File: config.mk
export PLATFORM = sky130hd
export DESIGN_NAME = display_ctrl
export DESIGN_NICKNAME = d
export VERILOG_FILES = /design/src/rtl/display_pkg.sv /design/src/rtl/contador_pisca.sv /design/src/rtl/display_ctrl.sv
export SDC_FILE = /design/constraint.sdc
export NUM_CORES = 1
export LEC_CHECK = 0
export BUFFER_PORTS_ARGS = -buffer_cell sky130_fd_sc_hd__buf_2
export CAP_MARGIN = 5
export CORE_ASPECT_RATIO = 0.7
export CORE_MARGIN = 2
export CORE_UTILIZATION = 25
export CTS_BUF_LIST = sky130_fd_sc_hd__clkbuf_16
export DETAILED_ROUTE_END_ITERATION = 10
export GPL_TIMING_DRIVEN = 0
export PLACE_DENSITY = 0.4
export SLEW_MARGIN = 25
export SYNTH_ARGS = -nofsm -noshare
export SYNTH_HDL_FRONTEND = slang
export SYNTH_SLANG_ARGS = --single-unit
File: constraint.sdc
create_clock -name clock -period 7.63 [get_ports clock]
set_clock_uncertainty 0.05 [all_clocks]
set_input_delay 1.526 -clock clock [delete_from_list [all_inputs] [get_ports clock]]
set_output_delay 1.526 -clock clock [all_outputs]
set_load 0.005 [all_outputs]
File: src/rtl/display_pkg.sv
// ============================================================================
// display_pkg : shared message addresses and sequencer state encoding
// Rev 1.0
// ============================================================================
`default_nettype none

package display_pkg;

  // Message select codes; the HEX message memory decodes the same values.
  localparam logic [1:0] ADDR_NIVEL   = 2'b00;
  localparam logic [1:0] ADDR_VENCEU  = 2'b01;
  localparam logic [1:0] ADDR_PERDEU  = 2'b10;
  localparam logic [1:0] ADDR_APAGADO = 2'b11;

  typedef enum logic [1:0] {
    S_IDLE  = 2'd0,
    S_NIVEL = 2'd1,
    S_PISCA = 2'd2,
    S_FIXO  = 2'd3
  } state_t;

endpackage

`default_nettype wire

File: src/rtl/contador_pisca.sv
// ============================================================================
// contador_pisca : blink half-period timer, pulses tick on wrap
// Rev 1.0
// ============================================================================
`default_nettype none

module contador_pisca #(
  parameter int BLINK_CYCLES = 4
) (
  input  logic clock,
  input  logic reset,
  input  logic clear,
  input  logic enable,
  output logic tick
);

  localparam int            CW     = $clog2(BLINK_CYCLES) + 1;
  localparam logic [CW-1:0] C_LAST = CW'(BLINK_CYCLES - 1);

  logic [CW-1:0] r_count;

  assign tick = enable && (r_count == C_LAST);

  always_ff @(posedge clock) begin
    if (reset || clear) begin
      r_count <= '0;
    end else if (enable) begin
      r_count <= tick ? '0 : r_count + 1'b1;
    end
  end

endmodule

`default_nettype wire

File: src/rtl/display_ctrl.sv
// ============================================================================
// display_ctrl : turns game events into a registered message select for the
//                6-digit HEX memory, blinking results before holding them.
// Rev 1.0
// ============================================================================
`default_nettype none

module display_ctrl #(
  parameter int BLINK_CYCLES = 4,
  parameter int NUM_PISCAS   = 3
) (
  input  logic       clock,
  input  logic       reset,
  input  logic       iniciar,
  input  logic [1:0] nivel,
  input  logic       venceu,
  input  logic       perdeu,
  input  logic       limpa,
  output logic [1:0] displayAddr,
  output logic [1:0] modo,
  output logic       ocupado,
  output logic       fim_msg
);

  import display_pkg::*;

  localparam int            PW          = $clog2(NUM_PISCAS) + 1;
  localparam logic [PW-1:0] C_PAIR_LAST = PW'(NUM_PISCAS - 1);

  state_t        r_state, w_state_nxt;
  logic [1:0]    r_res, w_res_nxt;
  logic [1:0]    r_modo, w_modo_nxt;
  logic          r_phase, w_phase_nxt;
  logic [PW-1:0] r_pares, w_pares_nxt;
  logic          w_tick, w_clear, w_enable;
  logic [1:0]    r_addr, w_addr_nxt;
  logic          r_ocupado, w_ocupado_nxt;
  logic          r_fim, w_fim_nxt;

  // Timer is held at zero outside PISCA so every entry starts a fresh count.
  assign w_enable = (r_state == S_PISCA);
  assign w_clear  = (w_state_nxt != S_PISCA);

  contador_pisca #(
    .BLINK_CYCLES(BLINK_CYCLES)
  ) u_timer (
    .clock (clock),
    .reset (reset),
    .clear (w_clear),
    .enable(w_enable),
    .tick  (w_tick)
  );

  always_ff @(posedge clock) begin
    if (reset) begin
      r_state <= S_IDLE;
      r_res   <= ADDR_VENCEU;
      r_modo  <= 2'b00;
      r_phase <= 1'b0;
      r_pares <= '0;
    end else begin
      r_state <= w_state_nxt;
      r_res   <= w_res_nxt;
      r_modo  <= w_modo_nxt;
      r_phase <= w_phase_nxt;
      r_pares <= w_pares_nxt;
    end
  end

  always_comb begin
    w_state_nxt = r_state;
    w_res_nxt   = r_res;
    w_modo_nxt  = r_modo;
    case (r_state)
      S_IDLE: begin
        if (iniciar) begin
          w_state_nxt = S_NIVEL;
          w_modo_nxt  = nivel;
        end
      end
      S_NIVEL: begin
        if (limpa) begin
          w_state_nxt = S_IDLE;
        end else if (perdeu) begin
          w_state_nxt = S_PISCA;
          w_res_nxt   = ADDR_PERDEU;
        end else if (venceu) begin
          w_state_nxt = S_PISCA;
          w_res_nxt   = ADDR_VENCEU;
        end else if (iniciar) begin
          w_modo_nxt  = nivel;
        end
      end
      S_PISCA: begin
        // Last pair completes on the tick that ends an off phase.
        if (limpa) begin
          w_state_nxt = S_IDLE;
        end else if (w_tick && r_phase && (r_pares == C_PAIR_LAST)) begin
          w_state_nxt = S_FIXO;
        end
      end
      S_FIXO: begin
        if (limpa) begin
          w_state_nxt = S_IDLE;
        end else if (iniciar) begin
          w_state_nxt = S_NIVEL;
          w_modo_nxt  = nivel;
        end
      end
      default: w_state_nxt = S_IDLE;
    endcase

    w_phase_nxt = 1'b0;
    w_pares_nxt = '0;
    if ((r_state == S_PISCA) && (w_state_nxt == S_PISCA)) begin
      w_phase_nxt = r_phase ^ w_tick;
      w_pares_nxt = (w_tick && r_phase) ? r_pares + 1'b1 : r_pares;
    end
  end

  // Outputs are decoded from the next state so they register in step with it.
  always_comb begin
    w_addr_nxt    = ADDR_APAGADO;
    w_ocupado_nxt = (w_state_nxt == S_PISCA);
    w_fim_nxt     = (w_state_nxt == S_FIXO) && (r_state == S_PISCA);
    case (w_state_nxt)
      S_IDLE:  w_addr_nxt = ADDR_APAGADO;
      S_NIVEL: w_addr_nxt = ADDR_NIVEL;
      S_PISCA: w_addr_nxt = w_phase_nxt ? ADDR_APAGADO : w_res_nxt;
      S_FIXO:  w_addr_nxt = w_res_nxt;
      default: w_addr_nxt = ADDR_APAGADO;
    endcase
  end

  always_ff @(posedge clock) begin
    if (reset) begin
      r_addr    <= ADDR_APAGADO;
      r_ocupado <= 1'b0;
      r_fim     <= 1'b0;
    end else begin
      r_addr    <= w_addr_nxt;
      r_ocupado <= w_ocupado_nxt;
      r_fim     <= w_fim_nxt;
    end
  end

  assign displayAddr = r_addr;
  assign modo        = r_modo;
  assign ocupado     = r_ocupado;
  assign fim_msg     = r_fim;

endmodule

`default_nettype wire

==> results of run 1 <==
-- cells in the final DEF (no fill, tap or decap), types with 2 or more instances in the layout --
master	instances
dfxtp_1	17
buf_2	11
nor2_1	9
nor3_1	9
nand2_1	7
mux2i_1	4
ha_1	4
inv_1	3
nor2b_1	3
a21oi_1	3
clkbuf_16	3
buf_6	2
clkbuf_1	2
nand2b_1	2
nor3b_1	2
-- synth_stat cells (2+ instances only) --
cell and instances:
mux2i_1 4, nor2b_1 3, nor2_1 9, buf_6 2, a21oi_1 3, nor3b_1 2
nand2b_1 2, nor3_1 9, dfxtp_1 17, ha_1 4, clkbuf_1 2, inv_1 2
nand2_1 7
-- critical path, stage by stage --
cell,delay (ns)
clkbuf_1,0.27
mux2i_1,0.14
o32ai_2,0.18
or3b_1,0.40
buf_6,0.15
a2111oi_4,0.29
-- cell families after synthesis --
kind of cell / share of synthesized area [%]
compound gates: 13.5
xor+xnor: 2.25
fa+ha+maj: 6.42
buf+inv: 4.82
flops: 43.7
mux: 5.14
simple gates: 24.2
-- worst max path at each step --
stage	to	slack, ns	depth (start not counted)
floorplan	r_pares[1]$_SDFFE_PP0P_	4.67	6
detailed placement	r_pares[1]$_SDFFE_PP0P_	4.52	6
finish	r_pares[1]$_SDFFE_PP0P_	4.78	6
CTS	r_pares[1]$_SDFFE_PP0P_	4.77	6
global route	r_pares[1]$_SDFFE_PP0P_	4.68	6
global placement	r_pares[1]$_SDFFE_PP0P_	4.47	6
-- flip-flops by register name, summed over array words and instances (netlist names) --
name	count
displayAddr	2
fim_msg	1
modo	2
ocupado	1
r_pares	3
r_phase	1
r_res	2
r_state	2
u_timer.r_count	3
-- area by class of cell --
| type | instances | area (um2) | area share [%] |
|---|---|---|---|
| Clock buffer | 3 | 75.1 | 7.83 |
| Inverter | 2 | 7.51 | 0.783 |
| Timing Repair Buffer | 11 | 55.1 | 5.74 |
| Multi-Input combinational cell | 58 | 402 | 41.9 |
| Clock inverter | 1 | 3.75 | 0.392 |
| Sequential cell | 17 | 340 | 35.5 |
| Tap cell | 36 | 45.0 | 4.70 |
| Buffer | 4 | 30.0 | 3.13 |
-- metrics by stage --
stage | utilization, % | total power, uW | setup WS (ns)
6_report | 33.2 | 217 | 4.78
5_1_grt | 33.2 | 227 | 4.68
4_1_cts | 33.2 | 221 | 4.77
3_5_place_dp | 30.5 | 117 | 4.52
3_3_place_gp | 30.5 | 117 | 4.47
2_1_floorplan | - | 110 | 4.67
-- per-layer routing --
metal / up-vias / part of all wire (%) / global-route usage [%]
li1: 315 / - / -
met1: 261 / 55 / 12.7
met2: 16 / 38 / 11.1
met3: 2 / 6.5 / 4.82
met4: 0 / 0.97 / 1.89
met5: - / 0 / 0
-- power by group through the flow --
stage	Combinational [uW]	Clock [uW]	Sequential (uW)
floorplan	13.8	0	96.3
CTS	20.9	106	94.3
finish	20.5	102	94.4
global placement	21.1	0	96.2
global route	22.9	110	94.6
detailed placement	20.8	0	96.1
==> out/qor.yml, run 1 <==
outcome:
  outcome: "completed"
timing:
  hold_violations: 0
  fmax_ghz: 0.351
  setup_viol_count_final: 0
  worst_pin_slew_ns: 0.415
  hold-worst-slack_ns: 0.401
  fin_crit_ns: 2.85
  slew-limit-headroom_pct: 72.4
  rsz0062_at_grt: "no"
  fin_setup_tns_ns: 0
  drv_slew: 0
  finalCritPeriodShare_pct: 37.4
floorplanning:
  die_y_um: 50.7
  start_util_pct: 27.0
  dieWidth_um: 70.7
  core_area_mm2: 0.00288
  ios: 14
  num_rows: 16
  die_area_mm2: 0.00359
clock_network:
  numCtsBuffers: 3
  cts_hold_buf: 0
  clock_latency_ns: 0.24
  cts_tree: "built"
  htree_levels: 1
  cts_buffer_depth: 2
  clk_pin_slew_ns: 0.05
  post_cts_buffers: 0
  cts_resized: 0
  root_buffer: "clkbuf_16"
  clock-sinks: 17
logic_synthesis:
  synth.distinct_cells: 28
  synthTopCellsByArea: "dfxtp_1, ha_1, nor3_1"
  syn_area_per_cell_um2: 9.62
  synth_largest_area_cell: "dfxtp_1"
  syn-num-nets: 93
  ys_warn_count: 0
  synth_seq_cells: 17
  synth-main-ff-cell: "dfxtp_1"
  postSynthCellCount: 81
  synth_area_um2: 779
  async_reset_ff_share_pct: 0
  seq_area_frac_synth_pct: 43.7
  synth_top_area_share_pct: 43.7
  synth-edff-count: 0
placement:
  io_buffer_count: 11
  dpl_cell_area_um2: 880
  dp.cells: 128
  place_congestion: 0.760
  dp_hpwl_um: 1130
critical_path:
  r2r_end: "r_pares[1]$_SDFFE_PP0P_"
  crit_required_ns: 7.73
  path_max_fanout: 9
  cp-end-kind: "flop"
  startpoint_type: "input pin"
  worstSetupPathType: "input pin to flop"
  reg2reg_slack_ns: 5.06
  worstReg2RegStart: "r_state[0]$_SDFF_PP0_"
  crit_start: "limpa"
  rr_worst_depth: 9
  worstPathArrival_ns: 2.95
grt:
  grt_overflow: 0
  antenna_found_initial: 0
  gr-usage-all-layers_pct: 8.78
  first_global_vias: 502
  grt_pass1_wl_um: 2350
  grt_max_degree: 11
final_layout:
  layout-drive-gt1-share_pct: 19.8
  diodes: 0
  finalInstanceArea_um2: 958
  layout.cells.non_filler: 132
  nNetsFinal: 109
  num-fill-cells: 309
  syn2layout_area_growth_pct: 23.0
power_and_ir_drop:
  internal_power_uw: 171
  clock_power_share_pct: 47.0
  switchingPower_uw: 45.3
  peakVddDrop_mv: 0.0818
  sequentialPowerShare_pct: 43.5
  pwr_density_cell_mw_per_mm2: 226
  switching_share_pct: 20.9
  power.leakage_uw: 0.000397
  combPwrFrac_pct: 9.5
worst_hold_path:
  worstHoldPathCells: 2
  min_path_type: "flop to flop"
  min_to: "u_timer.r_count[2]$_SDFFE_PP0N_"
  hold_start: "u_timer.r_count[2]$_SDFFE_PP0N_"
route:
  drtAntennaViolNets: 0
  vias: 594
  drc_errors: 0
  vias_per_cell: 4.50
  detail_route.wl_per_cell_um: 10.9
  dr.first_iter.drc_count: 32
  drt_first_pass_iters: 4
  finalWirelength_um: 1440
job:
  maxCapViolCount: 0
Note: power is estimated with default switching activity, not from simulation.
==> run 2: changes to the inputs <==
PLACE_DENSITY = 0.42   (was 0.4)
clock period = 2.4 ns   (was 7.63 ns; I/O delays follow)
==> run 2 against run 1 <==
Compared with the run above:
- clock power grew to 3.2 times the previous value
- critical path depth is 4 higher
- cell count is 2.3% higher
- count of clock-buffer cells in the layout unchanged
- power rose to 3.2 times the previous value
- via count up 5.7%
- critical path type is now flop to flop
- largest power group unchanged
==> out/qor.yml, run 2 (synthesis gave the netlist of run 1 again) <==
outcome:
  outcome: "completed"
worst_hold_path:
  min_path_type: "flop to flop"
grt:
  grtUsageMet2_pct: 13.6  # +2.5 points
  gr-usage-all-layers_pct: 8.91  # +0.13 points
  use_met1_pct: 10.6  # -2.1 points
  grt_overflow: 0  # unchanged
  grt_use_met3_pct: 5.22  # +0.40 points
  grt_pass1_wl_um: 2350  # unchanged
  grt_most_used_layer: "met2"
  first_global_vias: 529  # +5.4%
  antenna_found_initial: 0  # unchanged
  grt_max_degree: 11  # unchanged
clock_network:
  root_buffer: "clkbuf_16"
  numCtsBuffers: 3  # unchanged
  cts_tree: "built"
  cts_hold_buf: 0  # unchanged
  clk_pin_slew_ns: 0.05  # about the same
  clock-sinks: 17  # unchanged
  htree_levels: 1  # unchanged
  cts_buffer_depth: 2  # unchanged
  clock_latency_ns: 0.25  # about the same
placement:
  dp_hpwl_um: 1110  # -1.4%
  place_congestion: 0.806  # +6.1%
  pre_cts_slack_ns: -0.168  # -4.69 ns
  io_buffer_count: 11  # unchanged
final_layout:
  seq_area_um2: 342  # +0.37%
  nNetsFinal: 112  # +2.8%
  diodes: 0  # unchanged
  syn2layout_area_growth_pct: 26.6
  num-fill-cells: 320  # +3.6%
  layout-drive-gt1-share_pct: 25.3  # +5.5 points
  reg_top3: "r_pares: 3 flops, u_timer.r_count: 3 flops"
  postLayoutCoreUtil_pct: 34.2  # +1.0 points
  multi_input_area_um2: 407  # +1.2%
  final_common_cell: "dfxtp_1"
  final_cell_mix: "dfxtp_1, buf_2, nor2_1, nor3_1, nand2_1"
route:
  detail_route.wl_per_cell_um: 11.4  # +4.1%
  drc_errors: 0  # unchanged
  vias_per_cell: 4.65  # +3.4%
  finalWirelength_um: 1540  # +6.4%
  dr.first_iter.drc_count: 18  # -44%
  drtAntennaViolNets: 0  # unchanged
  drt_first_pass_iters: 4  # unchanged
  vias: 628  # +5.7%
timing:
  fin_setup_tns_ns: 0  # unchanged
  finalCritPeriodShare_pct: 95.1
  setup_slack_ns: 0.118  # -4.66 ns
  drv_slew: 0  # unchanged
  hold_violations: 0  # unchanged
  fmax_ghz: 0.438
  slew-limit-headroom_pct: 70.3  # -2.0 points
  fin_crit_ns: 2.28
  worst_pin_slew_ns: 0.445  # +0.0306 ns
  rsz0062_at_grt: "yes"
  setup_viol_count_final: 0  # unchanged
floorplanning:
  ios: 14  # unchanged
  dieWidth_um: 70.7  # unchanged
  die_area_mm2: 0.00359  # unchanged
  core_area_mm2: 0.00288  # unchanged
  num_rows: 16  # unchanged
  die_y_um: 50.7  # unchanged
  start_util_pct: 27.0  # unchanged
critical_path:
  startpoint_type: "flop"
  worstSetupPathType: "flop to flop"
  cp-end-kind: "flop"
  worstPathArrival_ns: 2.40  # -0.55 ns
  path_max_fanout: 8  # -1
  crit_required_ns: 2.52  # -5.21 ns
power_and_ir_drop:
  switching_share_pct: 21.3  # +0.40 points
  peakVddDrop_mv: 0.355  # +330%
  switchingPower_uw: 149  # +230%
  power.leakage_uw: 0.000410  # +3.3%
  sequentialPowerShare_pct: 42.9  # -0.6 points
  internal_power_uw: 552  # +220%
  combPwrFrac_pct: 10.5  # +1.0 points
  clock_power_share_pct: 46.6  # -0.4 points
  pwr_density_cell_mw_per_mm2: 711  # +210%
job:
  maxCapViolCount: 0  # unchanged
==> run 2: cell types whose count changed in the layout (fill, tap and decap cells not counted) <==
cell,delta
dfxtp_2,+1
dfxtp_1,-1
ha_1,-1
buf_4,+3
ha_2,+1
or3b_1,-1
or3b_4,+1
==> run 2: through the flow <==
| step | instance area (um2) | instances | hold slack, ns | total power (uW) |
|---|---|---|---|---|
| finish | 987 | 135 | 0.407 | 702 |
| global route | 987 | 135 | 0.420 | 737 |
| floorplan | 779 | 81 | 0.378 | 350 |
| global placement | 880 | 128 | 0.395 | 373 |
| CTS | 970 | 133 | 0.406 | 710 |
| detailed placement | 880 | 128 | 0.397 | 372 |
==> run 2: layer usage <==
layer / part of all wire [%] / wire length (um)
met2: 41 / 624
met4: 1.2 / 19
met5: 0 / 0
met1: 51 / 776
met3: 7.5 / 115
==> run 2: path summary, 6_finish.rpt <==
path | start | to | slack, ns | cells past startpoint
setup / recovery | r_state[1]$_SDFF_PP0_ | u_timer.r_count[0]$_SDFFE_PP0N_ | 0.12 | 10
hold reg to reg | u_timer.r_count[2]$_SDFFE_PP0N_ | u_timer.r_count[2]$_SDFFE_PP0N_ | 0.41 | 2
setup reg to reg | r_state[1]$_SDFF_PP0_ | u_timer.r_count[0]$_SDFFE_PP0N_ | 0.12 | 10
hold / removal | u_timer.r_count[2]$_SDFFE_PP0N_ | u_timer.r_count[2]$_SDFFE_PP0N_ | 0.41 | 2
==> run 2: layout make-up <==
type / instances / share of cell area, %
Multi-Input combinational cell: 58 / 41.2
Sequential cell: 17 / 34.6
Timing Repair Buffer: 15 / 9.00
Clock buffer: 3 / 7.60
Tap cell: 36 / 4.56
Buffer: 3 / 1.90
Inverter: 2 / 0.760
Clock inverter: 1 / 0.380
==> run 2: critical path, cell delays in order (launching register included) <==
cell     delay, ns
dfxtp_1       0.30
buf_6         0.13
nor2b_1       0.14
nand2_1       0.08
nor2_1        0.05
ha_2          0.22
and4b_1       0.22
o32ai_2       0.27
or3b_4        0.46
buf_6         0.15
nor3_1        0.15
==> run 2: power groups by stage <==
stage	logic, uW	registers, uW	clock network (uW)
2_1_floorplan	43.7	306	0
3_3_place_gp	67.1	306	0
3_5_place_dp	65.5	306	0
4_1_cts	69.1	301	340
5_1_grt	81.2	302	354
6_report	73.8	301	327
==> run 2: what timing repair did <==
| action | CTS | global route |
|---|---|---|
| hold endpoints to repair | 0 | 0 |
| pin swaps | 1 | 5 |
| buffers inserted | 1 | 3 |
| endpoints found under the setup margin | 6 | 2 |
| gates resized for setup | 2 | 2 |
